## config.mk

```make
export PLATFORM = sky130hd
export DESIGN_NAME = thread_rr_arbiter
export DESIGN_NICKNAME = d
export VERILOG_FILES = /design/src/rtl/thread_rr_arbiter.sv
export SDC_FILE = /design/constraint.sdc
export NUM_CORES = 1
export LEC_CHECK = 0
export CAP_MARGIN = 20
export CORE_MARGIN = 10
export CORE_UTILIZATION = 45
export CTS_CLUSTER_DIAMETER = 150
export DETAILED_ROUTE_END_ITERATION = 16
export DONT_BUFFER_PORTS = 1
export SETUP_SLACK_MARGIN = 0.15
export SLEW_MARGIN = 20
export SYNTH_ARGS = -nofsm -noshare
export SYNTH_HDL_FRONTEND = slang
export SYNTH_SLANG_ARGS = --single-unit
export TNS_END_PERCENT = 10
```

## constraint.sdc

```tcl
create_clock -name clk -period 3.8 [get_ports clk]
set_clock_uncertainty 0.2 [all_clocks]
set_input_delay 0.76 -clock clk [delete_from_list [all_inputs] [get_ports clk]]
set_output_delay 0.76 -clock clk [all_outputs]
set_load 0.03 [all_outputs]
```

## src/rtl/thread_rr_arbiter.sv

```systemverilog
// ============================================================================
//  thread_rr_arbiter : registered round-robin arbiter, one-hot + binary grant.
//  Optional locked bursts under macro ARBITER_LOCK_EN.
//  Revision: 1.0
// ============================================================================
`default_nettype none

module thread_rr_arbiter #(
    parameter int NUM_REQUESTERS = 4,
    parameter int INDEX_WIDTH    = $clog2(NUM_REQUESTERS)
) (
    input  logic                      clk,
    input  logic                      reset,
    input  logic [NUM_REQUESTERS-1:0] request,
    input  logic                      accept,
    input  logic                      lock,
    output logic                      grant_valid,
    output logic [NUM_REQUESTERS-1:0] grant_oh,
    output logic [INDEX_WIDTH-1:0]    grant_idx
);

    typedef enum logic [0:0] {
        IDLE    = 1'b0,
        GRANTED = 1'b1
    } state_t;

    state_t                    state_q, state_d;
    logic [NUM_REQUESTERS-1:0] grant_oh_q, grant_oh_d;
    logic [INDEX_WIDTH-1:0]    grant_idx_q, grant_idx_d;
    logic [INDEX_WIDTH-1:0]    ptr_q, ptr_d;
    logic [INDEX_WIDTH-1:0]    ptr_inc;
    logic                      lock_hold;

    // First set bit of mask at or above ptr, else first set bit below ptr.
    function automatic logic [NUM_REQUESTERS-1:0] rr_pick(
        input logic [NUM_REQUESTERS-1:0] mask,
        input logic [INDEX_WIDTH-1:0]    ptr
    );
        logic [NUM_REQUESTERS-1:0] pick;
        logic                      found;
        pick  = '0;
        found = 1'b0;
        for (int i = 0; i < NUM_REQUESTERS; i++) begin
            if (!found && (i >= int'(ptr)) && mask[i]) begin
                pick[i] = 1'b1;
                found   = 1'b1;
            end
        end
        for (int i = 0; i < NUM_REQUESTERS; i++) begin
            if (!found && (i < int'(ptr)) && mask[i]) begin
                pick[i] = 1'b1;
                found   = 1'b1;
            end
        end
        return pick;
    endfunction

    function automatic logic [INDEX_WIDTH-1:0] oh_encode(
        input logic [NUM_REQUESTERS-1:0] oh
    );
        logic [INDEX_WIDTH-1:0] idx;
        idx = '0;
        for (int i = 0; i < NUM_REQUESTERS; i++) begin
            idx = idx | ({INDEX_WIDTH{oh[i]}} & INDEX_WIDTH'(i));
        end
        return idx;
    endfunction

    assign ptr_inc = (grant_idx_q == INDEX_WIDTH'(NUM_REQUESTERS - 1)) ?
                     '0 : grant_idx_q + 1'b1;

`ifdef ARBITER_LOCK_EN
    logic lock_active_q, lock_active_d;

    // A locked accept keeps the owner only while it still requests.
    assign lock_hold = lock & |(request & grant_oh_q);

    always_comb begin
        lock_active_d = lock_active_q;
        if (state_q == GRANTED && accept) begin
            lock_active_d = lock_hold;
        end
    end

    always_ff @(posedge clk) begin
        if (reset) begin
            lock_active_q <= 1'b0;
        end else begin
            lock_active_q <= lock_active_d;
        end
    end
`else
    assign lock_hold = lock & 1'b0;
`endif

    always_comb begin
        state_d    = state_q;
        grant_oh_d = grant_oh_q;
        ptr_d      = ptr_q;
        case (state_q)
            IDLE: begin
                if (|request) begin
                    grant_oh_d = rr_pick(request, ptr_q);
                    state_d    = GRANTED;
                end
            end
            GRANTED: begin
                if (accept && !lock_hold) begin
                    ptr_d      = ptr_inc;
                    grant_oh_d = rr_pick(request & ~grant_oh_q, ptr_inc);
                    state_d    = (|grant_oh_d) ? GRANTED : IDLE;
                end
            end
            default: begin
                state_d    = IDLE;
                grant_oh_d = '0;
            end
        endcase
        grant_idx_d = oh_encode(grant_oh_d);
    end

    always_ff @(posedge clk) begin
        if (reset) begin
            state_q     <= IDLE;
            grant_oh_q  <= '0;
            grant_idx_q <= '0;
            ptr_q       <= '0;
        end else begin
            state_q     <= state_d;
            grant_oh_q  <= grant_oh_d;
            grant_idx_q <= grant_idx_d;
            ptr_q       <= ptr_d;
        end
    end

    assign grant_valid = (state_q == GRANTED);
    assign grant_oh    = grant_oh_q;
    assign grant_idx   = grant_idx_q;

endmodule

`default_nettype wire

```

==> reports/metrics.csv <==
metric,value,unit
DRC viols,0,
Worst setup EP type,flip-flop,
syn avg cell area,7.95,um2
Startpoint Class,flip-flop,
maxcap violations,0,
RSZ-0062 raised after global routing,false,
setup bufs post-CTS,0,
crit path DAT,2.38,ns
Top-Level Pins,15,
Cells after Synth,88,
logic gate share of total power,26.7,%
multi-input logic area,455,um2
GP Congestion,0.777,
# fillers,145,
crit-path leading delay family,compound AO/OA/AOI/OAI gates,
vias in the first global route,601,
initial drt markers,23,
Post-Syn Area,699,um2
Crit Path Category,reg2reg,
final wirelength,1780,um
GRT Util Overall,10.6,%
Psw,112,uW
sw frac,38.2,%
cell internal pwr,181,uW
IO buf count,0,
largest net degree at the start of global routing,14,
Post-synth EDFFs,0,
slew margin rel.,56.3,%
Num CTS Buffers,3,
Nets,99,
hold buffer count at cts,0,
async set-reset flop share out of synthesis,0,%
Worst-Margin Slew,0.654,ns
Reg power frac,47.7,%
Layout area overhead,1.79,%
standard-cell row count,14,
clock network power share,25.6,%
clk slew on worst S/H paths,0.06,ns
CTS tree,done,
worst skew pair latency,0.27,ns
fmax,418,MHz
first-pass GRT wire length,2850,um
"Max FO, Critical Path",4,
CTS H-tree lvls,1,
Synth area leaders,"dfxtp_1 26%, ha_1 5.4%, nor2_1 4.8%, a21oi_1 4.3%, inv_1 4.3%",
register area share after synthesis,25.8,%
Clock Sinks,9,
Netlist cell types,38,
die area,0.00353,mm2
Placed Area,686,um2
Critical Path Source,grant_idx[0]$_SDFF_PP0_,
chip height,59.4,um
Hold Crit Class,in2reg,
VDD IR max,296,uV
Final TNS setup,0,ns
DRT antenna net count,0,
worst stage delay on the critical path,0.59,ns
CP max stage cell,dfxtp_1,
"Buf+Inv Stages, Crit Path",1,
Max Slew Vio Count,0,
clock buffer depth,2,
register area,180,um2
#FFs+latches synth,9,
# resized after CTS,0,
final setup fails,0,
initial antenna violation count,0,
syn nets,99,
Lkg Pwr,0.000283,uW
Yosys warnings,0,
Via density,6.37,
hpwl dp,1390,um
outcome,"finished, final reports clean",
Starting Density,47.0,%
crit path cell chain,inv_1 > ha_1 > nand3b_2 > nand2_2 > o41a_1 > a221o_1 > o221ai_2,
TritonRoute pass-1 iters,4,
Antenna Cells,0,
GRT overflow,0,
WP data required,3.78,ns
Core Area,0.00149,mm2
post-route clock period utilization,63.0,%
HP Start,reset,
Final min period,2.39,ns
Vias,656,
PwrDens,412,mW/mm2
wire per inst,17.3,um
"Top FF cell, synth",dfxtp_1,
share of cells above drive strength 1,9.20,%
share of the synthesized area in the top cell type,25.8,%
final hold violations,0,
dominant cell type by area after synthesis,dfxtp_1,
clk root buf,clkbuf_4,
Critical R2R Launch,grant_idx[0]$_SDFF_PP0_,
Die X,59.4,um
fin area,712,um2
## final cells by class
cell class,count,area share (%)
flip-flops and latches,9,25.3
well taps,16,2.81
multi-input cells,66,64.0
clock buffers,4,3.69
inverters,8,4.22
## cell families (layout without fill, tap and decap cells)
kind of cell	Yosys count	after routing	synth area share, %
AOI/OAI and AO/OA	30	30	32.2
DFF	9	9	25.8
and+or+nand+nor	33	33	27.6
adders and majority gates	3	3	5.37
buffers and inverters	13	12	9.12
## stage by stage
stage,instances,setup WS (ns),util [%],power (uW),hold slack [ns]
3_5_place_dp,99,1.41,46.1,220,0.361
6_report,103,1.41,47.8,293,0.351
2_1_floorplan,88,1.61,-,208,0.328
4_1_cts,103,1.39,47.8,296,0.348
5_1_grt,103,1.29,47.8,313,0.334
3_3_place_gp,99,1.43,46.1,219,0.375
## placed cells by master, fill, tap and decap left out
master and count:
o21ai_0 4, a32o_1 1, nand3_1 2, o21bai_1 1
clkbuf_1 1, nor4bb_1 1, nand4_1 1, dfxtp_1 9
ha_1 3, a2111oi_0 1, o31ai_1 1, nor2b_1 1
a221o_1 1, nor2_1 9, o221ai_1 1, nand3b_4 1
nor3_1 4, a21oi_1 6, a311oi_1 1, inv_1 8
a31oi_1 3, or3b_1 2, nand3b_1 1, a211oi_1 2
o2111ai_1 1, o211ai_1 1, a31oi_4 1, nand2_2 1
o221ai_2 1, nand2b_1 3, clkbuf_4 3, nand2_1 5
nand3b_2 1, nor4_1 1, o21ai_1 2, o41a_1 1
o22ai_1 1
## registers in the layout, indices dropped and copies added (netlist names)
name / cells
grant_idx: 2
grant_oh: 4
grant_valid: 1
ptr_q: 2
## layer usage
layer | share of wire (%) | GRT usage [%] | vias to the layer above
li1 | - | - | 324
met1 | 42 | 12.2 | 308
met2 | 45 | 15.5 | 19
met3 | 10 | 4.94 | 5
met4 | 2.3 | 6.23 | 0
met5 | 0 | 0 | -
## path summary, 6_finish.rpt
check	endpoint	slack [ns]	depth (start not counted)
max	grant_idx[0]$_SDFF_PP0_	1.41	7
min	grant_oh[0]$_SDFFE_PP0P_	0.35	1
max reg2reg	grant_idx[0]$_SDFF_PP0_	1.41	7
min reg2reg	ptr_q[0]$_SDFFE_PP0P_	0.38	2
## power groups by stage
stage / Clock [uW] / Combinational, uW / Sequential [uW]
6_report: 75.0 / 78.3 / 140
5_1_grt: 82.3 / 88.4 / 142
3_3_place_gp: 0 / 77.2 / 142
4_1_cts: 77.4 / 78.7 / 140
2_1_floorplan: 0 / 73.9 / 134
3_5_place_dp: 0 / 78.3 / 142
## synthesized netlist by cell type (3+ instances only)
master and number:
a21oi_1 6, a31oi_1 3, dfxtp_1 9, ha_1 3, inv_1 8, nand2_1 5, nand2b_1 3, nor2_1 9
nor3_1 4, o21ai_0 4
(Power assumes the default switching activity.)
